`src/rtl/llsc_monitor.sv`:
```
// llsc_monitor: multi-channel LL/SC reservation monitor; define LLSC_TIMEOUT_EN to make reservations expire after TIMEOUT cycles
module llsc_monitor #(
  parameter int BITS = 32,
  parameter int CHANNELS = 2,
  parameter int GRANULE_LSB = 2,
  parameter int TIMEOUT = 255,
  parameter int CNT_BITS = 8
) (
  input  logic                     clk,
  input  logic                     rst,
  input  logic [CHANNELS-1:0]      req_valid,
  input  logic [2*CHANNELS-1:0]    req_type,
  input  logic [BITS*CHANNELS-1:0] req_addr,
  output logic [CHANNELS-1:0]      sc_pass,
  output logic [CHANNELS-1:0]      store_en,
  output logic [CHANNELS-1:0]      sc_done,
  output logic [CHANNELS-1:0]      sc_result,
  output logic [CHANNELS-1:0]      rsv_valid,
  output logic [BITS*CHANNELS-1:0] rsv_addr
);
  if (CHANNELS < 1 || CHANNELS > 8 || TIMEOUT < 0 || TIMEOUT >= (1 << CNT_BITS)) begin : g_param_check
    $error("llsc_monitor: CHANNELS must be 1..8 and TIMEOUT below 2**CNT_BITS");
  end
  logic [CHANNELS-1:0] is_ll, is_sc, is_st, is_clr;
  logic [CHANNELS-1:0] rsv_valid_q, rsv_valid_d, sc_done_q, sc_done_d, sc_result_q, sc_result_d;
  logic [BITS-1:0] addr [CHANNELS];
  logic [BITS-1:0] rsv_addr_q [CHANNELS];
  logic [BITS-1:0] rsv_addr_d [CHANNELS];
`ifdef LLSC_TIMEOUT_EN
  logic [CNT_BITS-1:0] age_q [CHANNELS];
  logic [CNT_BITS-1:0] age_d [CHANNELS];
`endif
  function automatic logic same(input logic [BITS-1:0] a, input logic [BITS-1:0] b);
    return ((a ^ b) >> GRANULE_LSB) == '0;
  endfunction
  always_comb begin
    for (int i = 0; i < CHANNELS; i++) begin
      addr[i] = req_addr[BITS*i +: BITS];
      is_ll[i] = !rst && req_valid[i] && req_type[2*i +: 2] == 2'b00;
      is_sc[i] = !rst && req_valid[i] && req_type[2*i +: 2] == 2'b01;
      is_st[i] = !rst && req_valid[i] && req_type[2*i +: 2] == 2'b10;
      is_clr[i] = !rst && req_valid[i] && req_type[2*i +: 2] == 2'b11;
    end
  end
  always_comb begin
    sc_pass = '0;
    for (int i = 0; i < CHANNELS; i++) begin
      sc_pass[i] = is_sc[i] && rsv_valid_q[i] && same(rsv_addr_q[i], addr[i]);
      for (int j = 0; j < CHANNELS; j++)
        if (j != i && (is_st[j] || (j < i && sc_pass[j])) && same(addr[j], addr[i])) sc_pass[i] = 1'b0;
    end
    store_en = is_st | sc_pass;
  end
  always_comb begin
    for (int k = 0; k < CHANNELS; k++) begin
      rsv_addr_d[k] = rsv_addr_q[k];
      rsv_valid_d[k] = rsv_valid_q[k] && !is_sc[k] && !is_clr[k];
      for (int j = 0; j < CHANNELS; j++)
        if (j != k && store_en[j] && same(addr[j], rsv_addr_q[k])) rsv_valid_d[k] = 1'b0;
`ifdef LLSC_TIMEOUT_EN
      age_d[k] = (rsv_valid_q[k] && age_q[k] != '1) ? age_q[k] + CNT_BITS'(1) : age_q[k];
      if (rsv_valid_q[k] && age_q[k] == CNT_BITS'(TIMEOUT)) rsv_valid_d[k] = 1'b0;
      if (is_ll[k]) age_d[k] = '0;
`endif
      if (is_ll[k]) begin
        rsv_valid_d[k] = 1'b1;
        rsv_addr_d[k] = (addr[k] >> GRANULE_LSB) << GRANULE_LSB;
      end
    end
    sc_done_d = is_sc;
    sc_result_d = sc_pass | (sc_result_q & ~is_sc);
  end
  always_ff @(posedge clk) begin
    if (rst) begin
      rsv_valid_q <= '0;
      sc_done_q <= '0;
      sc_result_q <= '0;
      for (int k = 0; k < CHANNELS; k++) begin
        rsv_addr_q[k] <= '0;
`ifdef LLSC_TIMEOUT_EN
        age_q[k] <= '0;
`endif
      end
    end else begin
      rsv_valid_q <= rsv_valid_d;
      sc_done_q <= sc_done_d;
      sc_result_q <= sc_result_d;
      for (int k = 0; k < CHANNELS; k++) begin
        rsv_addr_q[k] <= rsv_addr_d[k];
`ifdef LLSC_TIMEOUT_EN
        age_q[k] <= age_d[k];
`endif
      end
    end
  end
  always_comb begin
    for (int k = 0; k < CHANNELS; k++) rsv_addr[BITS*k +: BITS] = rsv_addr_q[k];
    rsv_valid = rsv_valid_q;
    sc_done = sc_done_q;
    sc_result = sc_result_q;
  end
endmodule

```
`config.mk`:
```
export PLATFORM = sky130hd
export DESIGN_NAME = llsc_monitor
export DESIGN_NICKNAME = d
export VERILOG_FILES = /design/src/rtl/llsc_monitor.sv
export SDC_FILE = /design/constraint.sdc
export NUM_CORES = 1
export LEC_CHECK = 0
export CORE_MARGIN = 10
export CORE_UTILIZATION = 50
export CTS_CLUSTER_DIAMETER = 150
export CTS_CLUSTER_SIZE = 8
export DETAILED_ROUTE_END_ITERATION = 10
export HOLD_SLACK_MARGIN = 0.05
export PLACE_DENSITY = 0.88
export SETUP_SLACK_MARGIN = 0.15
export SLEW_MARGIN = 20
export SYNTH_ARGS = -nofsm -noshare
export SYNTH_HDL_FRONTEND = slang
export SYNTH_SLANG_ARGS = --single-unit
```
`constraint.sdc`:
```
create_clock -name clk -period 2.59 [get_ports clk]
set_input_delay 0.518 -clock clk [delete_from_list [all_inputs] [get_ports clk]]
set_output_delay 0.518 -clock clk [all_outputs]
set_load 0.05 [all_outputs]
```
==> results.sh, run 1 <==
export IMPL_synth_xor_area_share_pct=30.7
export IMPL_cts_buffers=9
export IMPL_yosys_area_top_type_share_pct=30.9
export IMPL_cts_buffer_depth=2
export IMPL_stop_error="[ERROR GRT-0232] Routing congestion too high. Check the congestion heatmap in the GUI."
export IMPL_ys_ff_latch=66
export IMPL_antenna_found_initial=6
export IMPL_synth_compound_area_share_pct=9.14
export IMPL_synth_area_um2=4280
export IMPL_async_flop_share_pct=0
export IMPL_die_h_um=113
export IMPL_track_usage_pct=63.7
export IMPL_die_w_um=113
export IMPL_overflow=68
export IMPL_ys_seq_area_share_pct=30.9
export IMPL_syn_area_per_cell_um2=7.84
export IMPL_routabilityCongestion=1.01
export IMPL_ys_top_cells_by_area="dfxtp_1 (31%), xnor2_1 (21%), nand2_1 (12%)"
export IMPL_synth_simple_area_share_pct=26.5
export IMPL_synth_mux_area_share_pct=0
export IMPL_grt_max_degree=33
export IMPL_clockRootBuffer="clkbuf_8"
export IMPL_row_count=33
export IMPL_synthAdderAreaFrac_pct=0
export IMPL_synth_top_family_by_area="XOR/XNOR gates"
export IMPL_yosysWarnings=0
export IMPL_synth_cells=546
export IMPL_status="stopped before the end"
export IMPL_haltStage="5_1_grt"
export IMPL_start_util_pct=51.9
export IMPL_num_io_pins=146
export IMPL_dp_hpwl_mm=15.7
export IMPL_placed_area_um2=6820
export IMPL_numClockSinks=66
export IMPL_ctsHoldBuffers=0
export IMPL_port_buffers=137
export IMPL_h_tree_depth=3
export IMPL_ys_flop_type="dfxtp_1"
export IMPL_synth_top_cell_by_area="dfxtp_1"
export IMPL_worstEndpointType="primary output"
export IMPL_synth_edf_count=0
export IMPL_worst_endpoint="sc_pass[1]"
export IMPL_synth_cell_types=38
==> cell families after synthesis <==
| kind of cell | after synthesis |
|---|---|
| other | 1 |
| flip-flops | 66 |
| XOR/XNOR | 150 |
| AND/OR/NAND/NOR | 230 |
| buffers and inverters | 26 |
| AO/OA/AOI/OAI | 73 |
==> routing by layer <==
metal / track usage, % / overflow
met3: 54.1 / 0
met4: 65.5 / 25
met2: 81.0 / 41
met5: 8.63 / 0
met1: 59.0 / 2
==> timing repair <==
item	CTS
buffers inserted	25
gates resized for setup	202
pin swaps	60
endpoints found under the setup margin	4
==> synth_stat cells, types with 4 or more instances <==
cell / instances
nand2_1: 135
xnor2_1: 103
dfxtp_1: 66
a21oi_1: 64
xor2_1: 47
nand4_1: 37
nor4_1: 19
clkbuf_1: 15
nor2_1: 8
buf_2: 4
buf_4: 4
nor2b_1: 4
==> per-stage QoR <==
stage	hold slack [ns]	TNS [ns]	setup WS, ns	cells
after detailed placement	0.482	-2.59	-0.585	905
after global placement	0.477	-1.70	-0.422	905
after CTS	0.486	-0.247	-0.0756	946
after floorplan	0.591	0	0.148	549
==> run 2, diff against run 1 <==
==> config.mk (replaced) <==
export PLATFORM = sky130hd
export DESIGN_NAME = llsc_monitor
export DESIGN_NICKNAME = d
export VERILOG_FILES = /design/src/rtl/llsc_monitor.sv
export SDC_FILE = /design/constraint.sdc
export NUM_CORES = 1
export LEC_CHECK = 0
export CORE_MARGIN = 10
export CORE_UTILIZATION = 40
export DETAILED_ROUTE_END_ITERATION = 10
export PLACE_DENSITY_LB_ADDON = 0.15
export SLEW_MARGIN = 20
export SYNTH_ARGS = -nofsm -noshare
export SYNTH_HDL_FRONTEND = slang
export SYNTH_SLANG_ARGS = --single-unit
==> run 2 against run 1 <==
  * Synthesized cell count unchanged
  * The flow now finishes, with violations (negative setup slack)
  * Synthesized area unchanged
==> results.sh, run 2 <==
export IMPL_status="complete, but fails checks"
export IMPL_violations="negative setup slack"
export IMPL_fin_crit_sh_pct=103
export IMPL_layout_common_cells="buf_4 (159), nand2_1 (132), clkdlybuf4s50_1 (66)"
export IMPL_routed_wl_mm=20.7
export IMPL_max_freq_mhz=375
export IMPL_largest_reg_flops=60
export IMPL_overflow=0
export IMPL_yosysMostFrequentCell="nand2_1"
export IMPL_grt_max_degree=36
export IMPL_fin_ws_ns=-0.0780
export IMPL_dieArea_um2=15200
export IMPL_track_usage_pct=26.9
export IMPL_antenna_found_initial=0
export IMPL_top_layer="met4"
export IMPL_clock_skew_final_ns=0.0111
export IMPL_via_per_inst=5.31
export IMPL_drc_errors=0
export IMPL_dp_hpwl_mm=15.8
export IMPL_grt_pass1_wl_mm=31.0
export IMPL_min_period_ns=2.67
export IMPL_yosys_area_top_type_share_pct=30.9
export IMPL_core_um2=10400
export IMPL_synth_edf_count=0
export IMPL_worst_path_dominant_cell_family="buffers and inverters"
export IMPL_p_leak_nw=3.12
export IMPL_drt_first_pass_iters=5
export IMPL_wl_met2_mm=10.2
export IMPL_cts_buffer_depth=2
export IMPL_synth_top_cell_by_area="dfxtp_1"
export IMPL_fin_hold_ws_ns=0.442
export IMPL_worstPathArrival_ns=2.15
export IMPL_clockRootBuffer="clkbuf_8"
export IMPL_crit_required_ns=2.07
export IMPL_grt_pass1_vias=5344
export IMPL_syn_area_per_cell_um2=7.84
export IMPL_numClockSinks=66
export IMPL_cts_buffers=9
export IMPL_min_path_type="input port to flop"
export IMPL_ctsHoldBuffers=0
export IMPL_num_io_pins=146
export IMPL_drt_iter0_markers=430
export IMPL_synth_area_um2=4280
export IMPL_routabilityCongestion=0.943
export IMPL_critPathKind="input port to output pin"
export IMPL_die_w_um=123
export IMPL_grt_setup_unrepaired="true"
export IMPL_row_count=37
export IMPL_worstMarginPinSlew_ns=0.540
export IMPL_setup_worst_path_start_class="input port"
export IMPL_ir_drop_mv=0.289
export IMPL_start_util_pct=41.3
export IMPL_met1_length_mm=8.45
export IMPL_final_common_cell="buf_4"
export IMPL_vias=5195
export IMPL_timing_critical_path_buf_inv=3
export IMPL_seq_area_um2=1360
export IMPL_port_buffers=137
export IMPL_synthTopCellsByCount="nand2_1 (135), xnor2_1 (103), dfxtp_1 (66), a21oi_1 (64), xor2_1 (47)"
export IMPL_finalHoldViolCount=0
export IMPL_ys_ff_latch=66
export IMPL_syn_to_final_growth_pct=82.8
export IMPL_slowest_delay_ns=0.36
export IMPL_ys_seq_area_share_pct=30.9
export IMPL_drv_cap=0
export IMPL_path_clk_slew_ns=0.08
export IMPL_wire_per_inst_um=21.1
export IMPL_met3_wirelength_mm=1.34
export IMPL_cts_tree="done"
export IMPL_synth_cells=546
export IMPL_crit_slowest_cell="dlygate4sd2_1"
export IMPL_instances_no_fill=979
export IMPL_top_register="rsv_addr_q"
export IMPL_ys_top_cells_by_area="dfxtp_1 (31%), xnor2_1 (21%), nand2_1 (12%)"
export IMPL_setup_violations=4
export IMPL_clock_latency_ns=0.37
export IMPL_h_tree_depth=3
export IMPL_async_flop_share_pct=0
export IMPL_powerDensity_nw_per_um2=434
export IMPL_diodes=0
export IMPL_slew_headroom_pct=63.9
export IMPL_nFillCells=776
export IMPL_dpl_cell_count=943
export IMPL_crit_fanout=3
export IMPL_multi_input_area_um2=3400
export IMPL_cp_end_kind="output pin"
export IMPL_ys_flop_type="dfxtp_1"
export IMPL_yosysWarnings=0
export IMPL_ant_nets=0
export IMPL_slew_viol_final=0
export IMPL_path_cells="dlygate4sd2_1 -> buf_4 -> xnor2_4 -> nand3_1 -> nor2_1 -> nand4_1 -> a41o_1 -> nand2_2 -> buf_12"
export IMPL_synth_cell_types=38
export IMPL_die_h_um=123
export IMPL_drive_gt1_share_pct=37.0
export IMPL_nNetsFinal=910
[run 2: cell counts after synthesis]
No cell type changed its count.
[run 2: cells by family after synthesis]
family	share of synthesized area, %
simple gates	26.5
xor+xnor	30.7
compound gates	9.14
flops	30.9
buf+inv	2.75
other cells	0.0876
[run 2: repair_timing]
item	4_1_cts	5_1_grt
resized for setup	231	22
setup buffers	19	1
endpoints found under the setup margin	4	6
pin swaps	52	11
[run 2: worst register-to-register path, delay by kind of cell (launching register included)]
family,cells,cell delay [ns]
AOI/OAI and AO/OA,2,0.33
xor gates and xnor gates,1,0.16
buffers and inverters,7,0.89
DFF,1,0.38
and+or+nand+nor,3,0.68
[run 2: through the flow]
| stage | setup slack [ns] | TNS, ns | power [mW] | instance area, um^2 | utilization, % |
|---|---|---|---|---|---|
| detailed placement | -0.459 | -2.02 | 1.95 | 6890 | 66.4 |
| global placement | -0.381 | -1.79 | 1.94 | 6890 | 66.4 |
| floorplan | -0.000472 | -0.000472 | 1.44 | 4300 | - |
| finish | -0.0780 | -0.140 | 3.40 | 7830 | 75.5 |
| CTS | -0.0488 | -0.0903 | 3.37 | 7750 | 74.7 |
| global route | -0.192 | -0.723 | 3.49 | 7830 | 75.5 |
[run 2: final timing paths]
kind | cells past startpoint | startpoint | to | slack [ns]
setup / recovery | 9 | req_addr[7] | store_en[0] | -0.08
hold / removal | 3 | req_addr[22] | rsv_addr_q[0][22]$_SDFFE_PP0P_ | 0.44
setup reg to reg | 13 | rsv_addr_q[0][47]$_SDFFE_PP0P_ | rsv_valid[0]$_SDFF_PP0_ | 0.03
hold reg to reg | 2 | rsv_addr_q[0][18]$_SDFFE_PP0P_ | rsv_addr_q[0][18]$_SDFFE_PP0P_ | 0.50
[run 2: layout make-up]
type / instances / share of cell area [%]
clock buffer: 9 / 1.58
clock inverter: 7 / 2.41
tap: 136 / 2.17
timing repair buffer: 301 / 32.9
sequential: 66 / 17.3
inverter: 3 / 0.144
multi-input combinational: 457 / 43.5
[run 2: routing by layer]
layer	global-route usage [%]	up-vias
li1	-	2445
met1	32.4	2510
met2	45.5	196
met3	5.29	44
met4	11.8	0
met5	0	-
[run 2: power breakdown]
part / leakage (nW) / internal, mW / total [mW] / switching (mW)
clock: 0.154 / 0.933 / 1.39 / 0.457
sequential: 0.545 / 1.04 / 1.07 / 0.0384
combinational: 2.42 / 0.445 / 0.930 / 0.485
total: 3.12 / 2.41 / 3.40 / 0.981
Note: power is estimated with default switching activity, not from simulation.
